**src/rtl/btb_update_if.sv**
```systemverilog
// btb_update_if: resolved-branch input handshake and BTB write-port bundle
interface btb_update_if;
  logic        res_valid;
  logic        res_ready;
  logic [15:0] res_pc;
  logic [15:0] res_target;
  logic        res_taken;
  logic        btb_write_ok;
  logic [15:0] loaded_pc;
  logic [15:0] loaded_predict_pc;
  logic        new_predict_val;
  logic        load_line;
  logic [15:0] mispredict_cnt;
  modport master (
    output res_valid, res_pc, res_target, res_taken, btb_write_ok,
    input  res_ready, loaded_pc, loaded_predict_pc, new_predict_val, load_line, mispredict_cnt
  );
  modport slave (
    input  res_valid, res_pc, res_target, res_taken, btb_write_ok,
    output res_ready, loaded_pc, loaded_predict_pc, new_predict_val, load_line, mispredict_cnt
  );
endinterface

```
**src/rtl/btb_update_unit.sv**
```systemverilog
// btb_update_unit: buffers resolved branches and drives the two-cycle BTB write sequence
module btb_update_unit #(
  parameter int DEPTH = 4,
  parameter int IDX_W = 3
) (
  input logic         clk,
  input logic         reset,
  btb_update_if.slave bus
);
  localparam int PW = $clog2(DEPTH);
  localparam int N = 1 << IDX_W;
  typedef enum logic [1:0] {IDLE, SETUP, WRITE} state_e;
  state_e state_q, state_d;
  logic [15:0] pc_q [DEPTH];
  logic [15:0] tgt_q [DEPTH];
  logic taken_q [DEPTH];
  logic [PW-1:0] wr_q, rd_q;
  logic [PW:0] count_q;
  logic [1:0] cnt_q [N];
  logic [15-IDX_W:0] tag_q [N];
  logic [N-1:0] vld_q;
  logic [15:0] mis_q;
  logic push, commit, hit, taken, mis;
  logic [IDX_W-1:0] idx;
  logic [1:0] cur, cnt_d;
  logic [15:0] head_pc;
  always_comb begin
    head_pc = pc_q[rd_q];
    taken = taken_q[rd_q];
    idx = head_pc[IDX_W-1:0];
    cur = cnt_q[idx];
    hit = vld_q[idx] && tag_q[idx] == head_pc[15:IDX_W];
    cnt_d = !hit ? (taken ? 2'b10 : 2'b01)
          : taken ? (cur == 2'b11 ? cur : cur + 2'd1)
          : (cur == 2'b00 ? cur : cur - 2'd1);
    mis = hit ? cur[1] != taken : taken;
    push = bus.res_valid && bus.res_ready;
    commit = state_q == WRITE && bus.btb_write_ok;
    state_d = state_q == IDLE ? (count_q != '0 ? SETUP : IDLE)
            : state_q == SETUP ? WRITE
            : commit ? IDLE : WRITE;
  end
  assign bus.res_ready = count_q != (PW+1)'(DEPTH);
  assign bus.loaded_pc = (state_q != IDLE || count_q != '0) ? head_pc : '0;
  assign bus.loaded_predict_pc = state_q == WRITE ? tgt_q[rd_q] : '0;
  assign bus.new_predict_val = state_q == WRITE && cnt_d[1];
  assign bus.load_line = commit;
  assign bus.mispredict_cnt = mis_q;
  // Payload storage and tags need no reset: valid bits and count gate every use
  always_ff @(posedge clk) begin
    if (push) begin
      pc_q[wr_q] <= bus.res_pc;
      tgt_q[wr_q] <= bus.res_target;
      taken_q[wr_q] <= bus.res_taken;
    end
    if (commit) tag_q[idx] <= head_pc[15:IDX_W];
  end
  always_ff @(posedge clk) begin
    if (reset) begin
      state_q <= IDLE;
      wr_q <= '0;
      rd_q <= '0;
      count_q <= '0;
      vld_q <= '0;
      mis_q <= '0;
      for (int i = 0; i < N; i++) cnt_q[i] <= 2'b01;
    end else begin
      state_q <= state_d;
      count_q <= count_q + {{PW{1'b0}}, push} - {{PW{1'b0}}, commit};
      if (push) wr_q <= wr_q + 1'b1;
      if (commit) begin
        rd_q <= rd_q + 1'b1;
        cnt_q[idx] <= cnt_d;
        vld_q[idx] <= 1'b1;
        if (mis && mis_q != '1) mis_q <= mis_q + 16'd1;
      end
    end
  end
endmodule
```
**src/flat_wrapper.sv**
```systemverilog
// flat-port wrapper written by rule: the top's interface ports become plain ports
module btb_update_unit_flat 
#(
  parameter int DEPTH = 4,
  parameter int IDX_W = 3
)
  (clk, reset, bus_res_valid, bus_res_pc, bus_res_target, bus_res_taken, bus_btb_write_ok, bus_res_ready, bus_loaded_pc, bus_loaded_predict_pc, bus_new_predict_val, bus_load_line, bus_mispredict_cnt);
  btb_update_if bus_i ();
  input logic clk;
  input logic reset;
  input wire logic [$bits(bus_i.res_valid)-1:0] bus_res_valid;
  input wire logic [$bits(bus_i.res_pc)-1:0] bus_res_pc;
  input wire logic [$bits(bus_i.res_target)-1:0] bus_res_target;
  input wire logic [$bits(bus_i.res_taken)-1:0] bus_res_taken;
  input wire logic [$bits(bus_i.btb_write_ok)-1:0] bus_btb_write_ok;
  output wire logic [$bits(bus_i.res_ready)-1:0] bus_res_ready;
  output wire logic [$bits(bus_i.loaded_pc)-1:0] bus_loaded_pc;
  output wire logic [$bits(bus_i.loaded_predict_pc)-1:0] bus_loaded_predict_pc;
  output wire logic [$bits(bus_i.new_predict_val)-1:0] bus_new_predict_val;
  output wire logic [$bits(bus_i.load_line)-1:0] bus_load_line;
  output wire logic [$bits(bus_i.mispredict_cnt)-1:0] bus_mispredict_cnt;
  assign bus_i.res_valid = bus_res_valid;
  assign bus_i.res_pc = bus_res_pc;
  assign bus_i.res_target = bus_res_target;
  assign bus_i.res_taken = bus_res_taken;
  assign bus_i.btb_write_ok = bus_btb_write_ok;
  assign bus_res_ready = bus_i.res_ready;
  assign bus_loaded_pc = bus_i.loaded_pc;
  assign bus_loaded_predict_pc = bus_i.loaded_predict_pc;
  assign bus_new_predict_val = bus_i.new_predict_val;
  assign bus_load_line = bus_i.load_line;
  assign bus_mispredict_cnt = bus_i.mispredict_cnt;
  btb_update_unit #(.DEPTH(DEPTH), .IDX_W(IDX_W)) u_core (.clk(clk), .reset(reset), .bus(bus_i));
endmodule
```
**config.mk**
```make
export PLATFORM = sky130hd
export DESIGN_NAME = btb_update_unit_flat
export DESIGN_NICKNAME = d
export VERILOG_FILES = /design/src/rtl/btb_update_if.sv /design/src/rtl/btb_update_unit.sv /design/src/flat_wrapper.sv
export SDC_FILE = /design/constraint.sdc
export NUM_CORES = 1
export LEC_CHECK = 0
export ABC_AREA = 0
export BUFFER_PORTS_ARGS = -buffer_cell sky130_fd_sc_hd__buf_2
export CAP_MARGIN = 20
export CORE_MARGIN = 4
export CORE_UTILIZATION = 45
export DETAILED_ROUTE_END_ITERATION = 8
export PLACE_DENSITY = 0.67
export SLEW_MARGIN = 20
export SYNTH_ARGS = -nofsm -noshare
export SYNTH_HDL_FRONTEND = slang
export SYNTH_SLANG_ARGS = --single-unit
```
**constraint.sdc**
```tcl
create_clock -name clk -period 10.6 [get_ports clk]
set_clock_uncertainty 0.15 [all_clocks]
set_input_delay 0 -clock clk [delete_from_list [all_inputs] [get_ports clk]]
set_output_delay 0 -clock clk [all_outputs]
set_load 0.03 [all_outputs]
```
# Word-level counts from Yosys, hierarchy flattened
# Memory sizes are Yosys's and may differ from the RTL's. A register that Yosys moved wholly into a read port is not among the register bits.
# Cells that the tools add are included.
# Widths: inputs -> output; s select.
[word_totals]
reg_bits = 33
mem_bits_rw = 252
wordCells = 74
memories = 5
[memory_table]
columns = ["name", "words", "width", "read_ports", "rd_ports_with_merged_regs", "write_ports", "line_no", "source"]
rows = [
  ["u_core.tag_q", 8, 13, 1, 0, 1, "btb_update_unit.sv:20", "logic [15-IDX_W:0] tag_q [N];"],
  ["u_core.pc_q", 4, 16, 1, 1, 1, "btb_update_unit.sv:14", "logic [15:0] pc_q [DEPTH];"],
  ["u_core.tgt_q", 4, 16, 1, 1, 1, "btb_update_unit.sv:15", "logic [15:0] tgt_q [DEPTH];"],
  ["u_core.cnt_q", 8, 2, 1, 0, 8, "btb_update_unit.sv:19", "logic [1:0] cnt_q [N];"],
  ["u_core.taken_q", 4, 1, 1, 1, 1, "btb_update_unit.sv:16", "logic taken_q [DEPTH];"],
]
[classes]
n_addsub = 7
magnitude_cmp = 2
eq_ne = 7
mux = 33
bitwise_logic = 1
reduce_logical = 13
[op_table]
columns = ["op", "count"]
rows = [
  ["$mux 16", 2],
  ["$mux 2", 15],
  ["$add 16x1->16 const B", 1],
  ["$ne 16x16->1 const B", 1],
  ["$eq 13x13->1", 1],
  ["$mux 1", 13],
  ["$or 8x8->8", 1],
  ["$add 2x1->2 const B", 3],
  ["$logic_and 1x1->1", 6],
  ["$eq 2x2->1 const B", 2],
  ["$logic_not 2->1", 2],
  ["$lt 3x4->1 const B", 1],
  ["$add 3x1->3", 1],
  ["$bmux 1 s3", 1],
  ["$demux 1 s3", 1],
  ["$ge 3x1->1 const B", 1],
  ["$mux 3", 1],
  ["$ne 3x3->1 const B", 1],
  ["$reduce_bool 3->1", 1],
  ["$sub 3x1->3", 1],
  ["$eq 2x1->1 const B", 1],
  ["$reduce_and 2->1", 1],
  ["$reduce_bool 2->1", 1],
  ["$reduce_or 2->1", 1],
  ["other kinds (3)", 3],
]

# Logic depth before layout (Yosys ltp)
[logic_depth]
word_depth = 7
depth_mapped = 14
depth_no_buf = 11

# Least setup slack after synthesis
# Ideal clock, no wire load.
[synth_path]
kind = "reg-to-reg"
startpoint = "reg with a tool-made name"
endpoint = "reg u_core.mis_q[10] (netlist: u_core.bus.mispredict_cnt[10])"
setup_time_ns = 0.123
t_arrival_ns = 3.157
required_ns = 10.327
path_slack_ns = 7.169
path_stages_with_launch = 13
path_cell_list = "dfxtp_1 -> buf_6 -> mux4_2 -> buf_6 -> and2b_1 -> nand2_1 -> a31o_1 -> a2111oi_2 -> nand4_1 -> nor2_4 -> buf_12 -> mux2i_1 -> mux2_1"
[synth_rtl]
columns = ["item", "line_no", "source"]
rows = [
  ["end signal, assigned", "btb_update_unit.sv:75", "if (mis && mis_q != '1) mis_q <= mis_q + 16'd1;"],
  ["end, declared", "btb_update_unit.sv:22", "logic [15:0] mis_q;"],
]

==> run_results.csv <==
group,metric,value,unit
run_status,status,"finished, final reports clean",
sta,drv_slew,0,
clock_network,cts_tree,"yes",
placement,dp_hpwl,15980,um
routing,drt_pre_antenna_iters,5,
die,initial_core_util,46.19,%
routing,antenna_left,0,
clock_network,cts_setup_buffers,0,
routing,routed-via-count,7172,
sta,rsz0062_at_grt,"no",
synthesis,yosysSeqAreaShare,67.91,%
routing,viasPerCell,5.551,
setup_path,cp_num_buf_inv,2,
min_path,min_path_type,"input port to register",
clock_network,clk_pin_slew,0.06,ns
synthesis,avgSynthCellArea,15.39,sq um
synthesis,synth-edff-count,252,
global_routing,antenna_found_initial,0,
sta,worstMarginPinSlew,1.071,ns
synthesis,synthArstFlopShare,0,%
setup_path,start_kind,"register",
placement,dp.cells,1191,
setup_path,endpoint_kind,"output port",
sta,slew-limit-headroom,28.60,%
synthesis,syn_nets,836,
setup_path,cp_top_family,"multiplexers",
run,cap_violations,0,
finish,multi_input_area,0.003625,sq mm
clock_network,clock-root-buffer,"clkbuf_16",
global_routing,grt_pass1_vias,7227,
global_routing,grt_use_total,17.66,%
synthesis,ys_ff_latch,287,
finish,num-fill-cells,2098,
routing,drt-total-wl,25950,um
clock_network,insertion_delay,0.58,ns
finish,layout-drive-gt1-share,21.32,%
finish,final_common_cell,"edfxtp_1",
synthesis,syn_inst,791,
setup_path,cpPeakStageDelay,1.18,ns
setup_path,cp.arrival,5.59,ns
die,rows,59,
finish,antennaDiodeCount,0,
sta,finalCritPeriodShare,54.16,%
clock_network,cts_inserted_buffers,30,
die,die_area,0.02975,sq mm
clock_network,cts_sinks,287,
synthesis,ys_warn_count,0,
sta,setup_viol,0,
sta,hold_viol_final,0,
synthesis,synth_flop_cell,"edfxtp_1",
finish,synthToLayoutAreaGrowth,18.09,%
sta,tns,0,ns
global_routing,grt_pass1_wl,41170,um
routing,drt-wirelength-per-cell,20.08,um
sta,clock.fmax,174.2,MHz
setup_path,crit_fanout,66,
finish,finalNetCount,978,
sta,min_period,5.741,ns
routing,drc_errors,0,
placement,port_buffers,87,
finish,mostFrequentLayoutCells,"edfxtp_1 (252), buf_2 (87), mux2i_1 (71), nor2_1 (59), dlygate4sd3_1 (45)",
pwr,cellLeakagePower,5.076,nW
finish,instances_no_fill,1292,
setup_path,critical_path_class,"register to output port",
clock_network,cts_buffer_depth,3,
pwr,power_density,212.3,mW/mm^2
die,die_w,172.5,um
finish,seqCellArea,0.008270,sq mm
placement,gp_congestion,0.7964,
pwr,ir_drop,0.1671,mV
clock_network,cts_max_level,1,
synthesis,synth.cell_area,0.01217,sq mm
die,ioPinCount,88,
die,die_h,172.5,um
die,core_area,0.02635,sq mm
setup_path,cp_cell_sequence,"buf_4, mux4_4, mux2i_1, o22ai_1, or3_1, a211oi_1, and4_1, nand4_1, a211oi_2, nor2_1, buf_2",
global_routing,grt.overflow.total,0,
routing,drt_iter0_drc,505,
setup_path,critPathSlowestCell,"mux4_4",
synthesis,yosysUniqueCellTypes,57,
global_routing,grt_max_degree,67,
setup_path,cp.required,10.45,ns
synthesized netlist by cell type (10+ instances only):
cell type,instances,area [sq um]
buf_2,10,50.05
clkbuf_1,16,60.06
a21oi_1,11,55.05
o22ai_1,18,112.6
nor3_1,23,115.1
mux4_2,34,765.7
mux2_1,16,180.2
and3_1,16,100.1
and2_1,13,81.33
edfxtp_1,252,7567
mux2i_1,71,710.7
dfxtp_1,35,700.7
nor2_1,59,221.5
nor2b_1,35,219.0
nand4_1,17,106.4
inv_1,15,56.30
nand3_1,17,85.08
nand2_1,21,78.83
path summary, 6_finish.rpt:
path,endpoint,start,cells past startpoint,slack (ns)
worst max-delay path,bus_new_predict_val,register,11,4.86
worst min-delay path,u_core.tgt_q[2][1]$_DFFE_PP_,bus_res_target[1],2,0.03
worst max register to register,u_core.bus.mispredict_cnt[0]$_SDFFE_PP0P_,register,10,5.39
worst min register to register,u_core.vld_q[7]$_SDFFE_PP0P_,u_core.vld_q[7]$_SDFFE_PP0P_,2,0.32
sequential cells by signal (all words and copies together) (netlist names), named ones only:
name / count
u_core.bus.mispredict_cnt: 16
u_core.cnt_q: 16
u_core.count_q: 3
u_core.pc_q: 64
u_core.rd_q: 2
u_core.state_q: 2
u_core.tag_q: 104
u_core.taken_q: 4
u_core.tgt_q: 64
u_core.vld_q: 8
u_core.wr_q: 2
timing repair:
action                                 CTS  global route
gates resized for setup                  0             0
endpoints found under the hold margin  163             0
setup endpoints to repair                0             0
hold buffers                            45             0
kinds of logic after synthesis:
logic type / after synthesis / share of synthesized area, %
fa+ha+maj: 8 / 0.8838
compound gates: 70 / 3.875
flops: 287 / 67.91
simple gates: 237 / 10.33
mux: 127 / 14.16
xor+xnor: 7 / 0.5036
buf+inv: 55 / 2.333
routing by layer:
metal,track usage [%],vias to the layer above,wire length [um]
met4,4.648,0,600
met5,0,-,0
met2,28.52,181,12450
li1,-,3340,-
met3,2.835,49,1364
met1,25.21,3602,11530
area by class of cell:
cell class                 count  share of cell area, %
sequential                   287                  57.53
clock buffer                  35                  5.352
inverter                      16                 0.4178
tap                          335                  2.916
timing repair buffer         149                  7.050
clock inverter                21                  1.523
multi-input combinational    449                  25.21
power breakdown:
group / leakage [nW] / switching, mW / internal, mW
clock network: 0.475 / 0.439 / 0.598
logic: 2.04 / 0.442 / 0.225
registers: 2.57 / 0.0212 / 1.33
total: 5.08 / 0.903 / 2.15
through the flow:
step | util, % | worst slack [ns] | instance area, sq um | hold slack [ns] | power (mW)
6_report | 54.55 | 4.859 | 14380 | 0.02758 | 3.052
5_1_grt | 54.55 | 4.641 | 14380 | 0.03838 | 3.184
4_1_cts | 54.55 | 4.919 | 14380 | 0.002801 | 3.074
3_5_place_dp | 49.09 | 5.476 | 12940 | 0.06863 | 2.024
3_3_place_gp | 49.09 | 5.494 | 12940 | 0.06393 | 2.014
2_1_floorplan | - | 7.169 | 12170 | -0.05113 | 1.833
Power figures use the tool's default switching activity.
